### src/rtl/wb_slave_interconnect_pkg.sv
`default_nettype none
// ============================================================================
// Module   : xm_wb_pkg
// Purpose  : Shared types and sizing helpers for the Wishbone slave
//            interconnect and its watchdog.
// Revision : 1.0 - initial release
// ============================================================================
package xm_wb_pkg;

   // Interconnect FSM states.
   typedef enum logic [1:0] {
      ST_IDLE   = 2'd0,
      ST_ACTIVE = 2'd1,
      ST_RESP   = 2'd2,
      ST_ERROR  = 2'd3
   } wb_ic_state_t;

   // Width of the slave-index field; never narrower than one bit.
   function automatic int idx_width(input int slaves);
      return (slaves > 1) ? $clog2(slaves) : 1;
   endfunction

   // Width of the watchdog counter, wide enough to hold TIMEOUT itself.
   function automatic int cnt_width(input int timeout);
      return (timeout > 0) ? $clog2(timeout + 1) : 1;
   endfunction

endpackage
`default_nettype wire

### src/rtl/wb_slave_interconnect_if.sv
`default_nettype none
// ============================================================================
// Module   : wb_slave_interconnect_if
// Purpose  : Master-side Wishbone bus bundle of the slave interconnect.
// Revision : 1.0 - initial release
// ============================================================================
interface wb_slave_interconnect_if #(
   parameter int ADDR_W = 16,
   parameter int DATA_W = 16
);
   logic                  cyc_i;
   logic                  stb_i;
   logic                  we_i;
   logic [DATA_W/8-1:0]   sel_i;
   logic [ADDR_W-1:0]     adr_i;
   logic [DATA_W-1:0]     dat_i;
   logic                  ack_o;
   logic                  err_o;
   logic [DATA_W-1:0]     dat_o;

   // Seen from the interconnect.
   modport slave (
      input  cyc_i, stb_i, we_i, sel_i, adr_i, dat_i,
      output ack_o, err_o, dat_o
   );

   // Seen from the bus master.
   modport master (
      output cyc_i, stb_i, we_i, sel_i, adr_i, dat_i,
      input  ack_o, err_o, dat_o
   );
endinterface
`default_nettype wire

### src/rtl/wb_slave_interconnect_watchdog.sv
`default_nettype none
// ============================================================================
// Module   : wb_watchdog
// Purpose  : Counts enabled cycles since the last clear and flags the cycle
//            in which the count reaches TIMEOUT. TIMEOUT=0 disables it.
// Revision : 1.0 - initial release
// ============================================================================
module wb_watchdog
   import xm_wb_pkg::*;
#(
   parameter int TIMEOUT = 15
) (
   input  logic clk_i,
   input  logic rst_i,
   input  logic clear,
   input  logic enable,
   output logic expired
);
   localparam int CNT_W = cnt_width(TIMEOUT);

   generate
      if (TIMEOUT > 0) begin : g_wd_on
         localparam logic [CNT_W-1:0] c_last = CNT_W'(TIMEOUT - 1);
         localparam logic [CNT_W-1:0] c_sat  = CNT_W'(TIMEOUT);

         // r_cnt holds completed enabled cycles, so the current one is r_cnt+1.
         logic [CNT_W-1:0] r_cnt;

         // Saturating counter, cleared while idle.
         always_ff @(posedge clk_i or posedge rst_i) begin
            if (rst_i)
               r_cnt <= '0;
            else if (clear)
               r_cnt <= '0;
            else if (enable && (r_cnt != c_sat))
               r_cnt <= r_cnt + CNT_W'(1);
         end

         assign expired = enable && (r_cnt >= c_last);
      end else begin : g_wd_off
         assign expired = 1'b0;
      end
   endgenerate
endmodule
`default_nettype wire

### src/rtl/wb_slave_interconnect.sv
`default_nettype none
// ============================================================================
// Module   : wb_slave_interconnect
// Purpose  : One Wishbone master to SLAVES slaves, decoded by an address
//            field at SEL_H, with registered read data, bus-error on bad
//            index and an optional ack watchdog.
// Revision : 1.0 - initial release
// ============================================================================
module wb_slave_interconnect
   import xm_wb_pkg::*;
#(
   parameter int SLAVES  = 2,
   parameter int ADDR_W  = 16,
   parameter int DATA_W  = 16,
   parameter int SEL_H   = 12,
   parameter int TIMEOUT = 15
) (
   input  logic                       clk_i,
   input  logic                       rst_i,
   wb_slave_interconnect_if.slave     mst,
   output logic [SLAVES-1:0]          slvCyc_o,
   output logic [SLAVES-1:0]          slvStb_o,
   input  logic [SLAVES-1:0]          slvAck_i,
   input  logic [SLAVES*DATA_W-1:0]   slvDat_i,
   output logic [ADDR_W-1:0]          adr_o,
   output logic                       we_o,
   output logic [DATA_W/8-1:0]        sel_o,
   output logic [DATA_W-1:0]          dat_o_slv,
   output logic                       busy_o
);
   localparam int IDX_W = idx_width(SLAVES);

   wb_ic_state_t        r_state;
   wb_ic_state_t        w_next;
   logic [IDX_W-1:0]    r_idx;
   logic [IDX_W-1:0]    w_req_idx;
   logic [DATA_W-1:0]   r_dat;
   logic [DATA_W-1:0]   w_slv_dat;
   logic                w_slv_ack;
   logic                w_req;
   logic                w_expired;

   assign w_req     = mst.cyc_i & mst.stb_i;
   assign w_req_idx = mst.adr_i[SEL_H +: IDX_W];

   // Write-side signals go to every slave untouched.
   assign we_o      = mst.we_i;
   assign sel_o     = mst.sel_i;
   assign dat_o_slv = mst.dat_i;
   assign mst.dat_o = r_dat;

   generate
      if (SEL_H >= ADDR_W) begin : g_adr_full
         assign adr_o = mst.adr_i;
      end else begin : g_adr_mask
         assign adr_o = {{(ADDR_W-SEL_H){1'b0}}, mst.adr_i[SEL_H-1:0]};
      end
   endgenerate

   // Pick ack and read data of the latched slave; other acks are ignored.
   always_comb begin
      w_slv_ack = 1'b0;
      w_slv_dat = '0;
      for (int i = 0; i < SLAVES; i++) begin
         if (r_idx == IDX_W'(i)) begin
            w_slv_ack = slvAck_i[i];
            w_slv_dat = slvDat_i[i*DATA_W +: DATA_W];
         end
      end
   end

   wb_watchdog #(
      .TIMEOUT (TIMEOUT)
   ) u_watchdog (
      .clk_i   (clk_i),
      .rst_i   (rst_i),
      .clear   (r_state == ST_IDLE),
      .enable  (r_state == ST_ACTIVE),
      .expired (w_expired)
   );

   // State, latched slave index and captured read data.
   always_ff @(posedge clk_i or posedge rst_i) begin
      if (rst_i) begin
         r_state <= ST_IDLE;
         r_idx   <= '0;
         r_dat   <= '0;
      end else begin
         r_state <= w_next;
         if ((r_state == ST_IDLE) && w_req)
            r_idx <= w_req_idx;
         if ((r_state == ST_ACTIVE) && mst.cyc_i && w_slv_ack)
            r_dat <= w_slv_dat;
      end
   end

   // Next state and all state-decoded outputs; abort beats ack beats timeout.
   always_comb begin
      w_next      = r_state;
      slvCyc_o    = '0;
      slvStb_o    = '0;
      mst.ack_o   = 1'b0;
      mst.err_o   = 1'b0;
      busy_o      = (r_state != ST_IDLE);
      case (r_state)
         ST_IDLE: begin
            if (w_req)
               w_next = (int'(w_req_idx) < SLAVES) ? ST_ACTIVE : ST_ERROR;
         end
         ST_ACTIVE: begin
            for (int i = 0; i < SLAVES; i++) begin
               if (r_idx == IDX_W'(i)) begin
                  slvCyc_o[i] = mst.cyc_i;
                  slvStb_o[i] = mst.cyc_i & mst.stb_i;
               end
            end
            if (!mst.cyc_i)
               w_next = ST_IDLE;
            else if (w_slv_ack)
               w_next = ST_RESP;
            else if (w_expired)
               w_next = ST_ERROR;
         end
         ST_RESP: begin
            mst.ack_o = 1'b1;
            w_next    = ST_IDLE;
         end
         ST_ERROR: begin
            mst.err_o = 1'b1;
            w_next    = ST_IDLE;
         end
         default: w_next = ST_IDLE;
      endcase
   end
endmodule
`default_nettype wire

### src/flat_wrapper.sv
// flat-port wrapper written by rule: the top's interface ports become plain ports
module wb_slave_interconnect_flat import xm_wb_pkg::*;
#(
   parameter int SLAVES  = 2,
   parameter int ADDR_W  = 16,
   parameter int DATA_W  = 16,
   parameter int SEL_H   = 12,
   parameter int TIMEOUT = 15
)
  (clk_i, rst_i, slvCyc_o, slvStb_o, slvAck_i, slvDat_i, adr_o, we_o, sel_o, dat_o_slv, busy_o, mst_cyc_i, mst_stb_i, mst_we_i, mst_sel_i, mst_adr_i, mst_dat_i, mst_ack_o, mst_err_o, mst_dat_o);
  wb_slave_interconnect_if #(.ADDR_W(ADDR_W), .DATA_W(DATA_W)) mst_i ();
  input  logic clk_i;
  input  logic rst_i;
  output logic [SLAVES-1:0] slvCyc_o;
  output logic [SLAVES-1:0] slvStb_o;
  input  logic [SLAVES-1:0] slvAck_i;
  input  logic [SLAVES*DATA_W-1:0] slvDat_i;
  output logic [ADDR_W-1:0] adr_o;
  output logic we_o;
  output logic [DATA_W/8-1:0] sel_o;
  output logic [DATA_W-1:0] dat_o_slv;
  output logic busy_o;
  input wire logic [$bits(mst_i.cyc_i)-1:0] mst_cyc_i;
  input wire logic [$bits(mst_i.stb_i)-1:0] mst_stb_i;
  input wire logic [$bits(mst_i.we_i)-1:0] mst_we_i;
  input wire logic [$bits(mst_i.sel_i)-1:0] mst_sel_i;
  input wire logic [$bits(mst_i.adr_i)-1:0] mst_adr_i;
  input wire logic [$bits(mst_i.dat_i)-1:0] mst_dat_i;
  output wire logic [$bits(mst_i.ack_o)-1:0] mst_ack_o;
  output wire logic [$bits(mst_i.err_o)-1:0] mst_err_o;
  output wire logic [$bits(mst_i.dat_o)-1:0] mst_dat_o;
  assign mst_i.cyc_i = mst_cyc_i;
  assign mst_i.stb_i = mst_stb_i;
  assign mst_i.we_i = mst_we_i;
  assign mst_i.sel_i = mst_sel_i;
  assign mst_i.adr_i = mst_adr_i;
  assign mst_i.dat_i = mst_dat_i;
  assign mst_ack_o = mst_i.ack_o;
  assign mst_err_o = mst_i.err_o;
  assign mst_dat_o = mst_i.dat_o;
  wb_slave_interconnect #(.SLAVES(SLAVES), .ADDR_W(ADDR_W), .DATA_W(DATA_W), .SEL_H(SEL_H), .TIMEOUT(TIMEOUT)) u_core (.clk_i(clk_i), .rst_i(rst_i), .mst(mst_i), .slvCyc_o(slvCyc_o), .slvStb_o(slvStb_o), .slvAck_i(slvAck_i), .slvDat_i(slvDat_i), .adr_o(adr_o), .we_o(we_o), .sel_o(sel_o), .dat_o_slv(dat_o_slv), .busy_o(busy_o));
endmodule
### config.mk
export PLATFORM = sky130hd
export DESIGN_NAME = wb_slave_interconnect_flat
export DESIGN_NICKNAME = d
export VERILOG_FILES = /design/src/rtl/wb_slave_interconnect_pkg.sv /design/src/rtl/wb_slave_interconnect_if.sv /design/src/rtl/wb_slave_interconnect_watchdog.sv /design/src/rtl/wb_slave_interconnect.sv /design/src/flat_wrapper.sv
export SDC_FILE = /design/constraint.sdc
export NUM_CORES = 1
export LEC_CHECK = 0
export CAP_MARGIN = 20
export CORE_MARGIN = 2
export CORE_UTILIZATION = 35
export DETAILED_ROUTE_END_ITERATION = 8
export GPL_TIMING_DRIVEN = 1
export PLACE_DENSITY = 0.82
export SLEW_MARGIN = 20
export SYNTH_ARGS = -nofsm -noshare
export SYNTH_HDL_FRONTEND = slang
export SYNTH_SLANG_ARGS = --single-unit
### constraint.sdc
create_clock -name clk_i -period 2.35 [get_ports clk_i]
set_clock_uncertainty 0.15 [all_clocks]
set_input_delay 0.3525 -clock clk_i [delete_from_list [all_inputs] [get_ports clk_i]]
set_output_delay 0.3525 -clock clk_i [all_outputs]
set_load 0.005 [all_outputs]
==> out/results.tsv <==
metric	value	unit
outcome	complete, no violations	
regArea	575.6	um2
cts_max_path_buffers	2	
drc	0	
clockPowerShare	15.4	%
cts-buffers-inserted	3	
synth_edf_count	0	
track_usage	12.24	%
crit_top_cell	clkdlybuf4s50_1	
multiInputGateArea	690.7	um2
ctsResizeCount	0	
ff2ff_path_depth	3	
grt_max_degree	24	
power.internal	1181	uW
dp_slack	76.47	ps
cap_violations	0	
syn_avg_cell_area	11.78	um2
syn_area	0.001579	mm2
synth_top_flop_cell	dfrtp_1	
cp.depth	5	
critPathMaxStageDelay	540	ps
ys_warn_count	0	
ys_seq_area_share	36.45	%
port_buffers	61	
layout.nets	244	
fp.dieW	71.17	um
drive_above_1_share	25.60	%
die_y	71.17	um
coreArea	0.004354	mm2
powerDensity	775.7	mW/mm2
rows	24	
synth_cells	134	
syn2layout_area_growth	28.92	%
drt_wl_total	2.949	mm
synth_compound_area_share	4.279	%
critPathCaptureType	primary output	
hp-class	in2async	
switchingPower	398.3	uW
peakVddDrop	276.4	uV
drt-initial-drc-count	32	
cts-root-buf	clkbuf_8	
fin_ws	110.8	ps
synth-simple-area-share	7.924	%
rsz0062_at_grt	false	
ant_nets	0	
wl_per_cell	13.40	um
placed_area	0.001991	mm2
tns	0	ps
synthTopCellsByArea	dfrtp_1, buf_4, mux2_4	
p_seq_share	39.7	%
postSynth.asyncResetShare	100.0	%
initial_core_util	36.26	%
worst-path-buf-inv	2	
crit_chain	clkdlybuf4s50_1 > nand3b_4 > nor2_1 > and2_1 > clkdlybuf4s50_1	
place.gp.congestion	0.7109	
hold_viol_final	0	
fillerInstances	400	
timing.final.setup_violations	0	
vias	1024	
cp_slowest_cell	clkdlybuf4s50_1	
ys_types	24	
switching_share	25.22	%
clkSinkCount	23	
synth_top_area_share	36.45	%
synth_top_area_cell	dfrtp_1	
maxSlewViolCount	0	
grt_pass1_wl	4.961	mm
yosys.area_share.xor_xnor	0	%
synth_mux_area_share	29.00	%
leakage	0.0009089	uW
startpoint_type	input pin	
worstPathArrival	1740	ps
post_drt_via_cell_ratio	4.655	
synth_seq_cells	23	
die-area	0.005064	mm2
cts_tree	yes	
cp_max_fo	3	
postCtsHoldBufs	0	
diodes	0	
dr.pass1.iters	4	
post-route-min-period	2239	ps
synth_top_family_by_area	multiplexers	
combPwrFrac	44.9	%
grt_pass1_vias	1101	
fmax	446.6	MHz
clk_latency	260	ps
cp_top_family	buffers and inverters	
cts.clk_slew.worst_paths	80	ps
cp.required	1850	ps
critPathKind	in2out	
grt_antenna_before_repair	0	
yosys-top-cells-count	buf_4, dfrtp_1, mux2_4, mux2_2	
synthAdderAreaFrac	1.585	%
synth_most_common_cell	buf_4	
grt_overflow	0	
post_cts_buffers	0	
post-dp-hpwl	2.297	mm
final_area	0.002036	mm2
ios	131	
min_period_over_period	95.28	%
htree_levels	1	
cell usage in the layout (no fill, tap or decap), types with 2 or more instances in the layout:
| cell | instances |
|---|---|
| nand2b_1 | 2 |
| buf_4 | 4 |
| clkbuf_8 | 3 |
| nand3_1 | 2 |
| mux2_4 | 17 |
| nand2_1 | 5 |
| conb_1 | 4 |
| dfrtp_1 | 23 |
| mux2_2 | 16 |
| inv_1 | 5 |
| and2_1 | 3 |
| ha_1 | 2 |
| a21oi_1 | 4 |
| o21ai_0 | 3 |
| nor2_1 | 5 |
| clkdlybuf4s50_1 | 61 |
tightest hold or removal path, cell delays in order:
cell             delay (ps)
clkdlybuf4s50_1         400
inv_1                    50
buf_4                   300
worst paths after layout:
kind | startpoint | end | slack, ps
min in group clk_i | u_core.mst.dat_o[3]$_DFFE_PP0P_ | u_core.mst.dat_o[3]$_DFFE_PP0P_ | 360
setup reg to reg | u_core.r_idx$_DFFE_PP0P_ | u_core.mst.dat_o[9]$_DFFE_PP0P_ | 580
max in group asynchronous | rst_i | u_core.u_watchdog.g_wd_on.r_cnt[3]$_DFFE_PP0P_ | 1510
setup / recovery | mst_cyc_i | slvStb_o[0] | 110
hold / removal | rst_i | u_core.mst.dat_o[3]$_DFFE_PP0P_ | 290
hold reg to reg | u_core.mst.dat_o[3]$_DFFE_PP0P_ | u_core.mst.dat_o[3]$_DFFE_PP0P_ | 360
sequential cells by signal, indices dropped and copies added, names as in the netlist:
signal,flops
u_core.mst.dat_o,16
u_core.r_idx,1
u_core.r_state,2
u_core.u_watchdog.g_wd_on.r_cnt,4
cell type report:
cell class	instances	area share [%]
clock buffers	4	2.213
flip-flops and latches	23	28.27
inverters	5	0.9219
well taps	52	3.196
repair buffers	65	31.47
multi-input cells	71	33.93
per-stage QoR:
stage,hold WS [ps],util [%],instances,power [uW]
after global routing,351.4,46.75,220,1687
after global placement,340.2,45.72,216,1338
after floorplan,204.4,-,137,1009
after detailed placement,342.6,45.72,216,1353
after CTS,298.5,46.75,220,1617
final,289.4,46.75,220,1579
power by group through the flow:
stage / Combinational, uW / Sequential (uW) / Clock, uW
6_report: 709 / 627 / 243
5_1_grt: 763 / 654 / 269
4_1_cts: 723 / 629 / 264
3_5_place_dp: 720 / 633 / 0
3_3_place_gp: 706 / 631 / 0
2_1_floorplan: 374 / 635 / 0
kinds of logic (layout without fill, tap and decap cells):
group | after synthesis | after routing
adder cells (fa/ha/maj) | 2 | 2
AND/OR/NAND/NOR | 20 | 20
AO/OA/AOI/OAI | 11 | 11
buffers and inverters | 43 | 74
other | 1 | 4
flip-flops | 23 | 23
multiplexers | 34 | 34
routing by layer:
layer	up-vias	global-route usage, %	part of all wire, %
li1	479	-	-
met1	489	14.15	40
met2	48	22.12	51
met3	8	2.849	7.5
met4	0	3.983	1.3
met5	-	0	0
(Power assumes the default switching activity.)
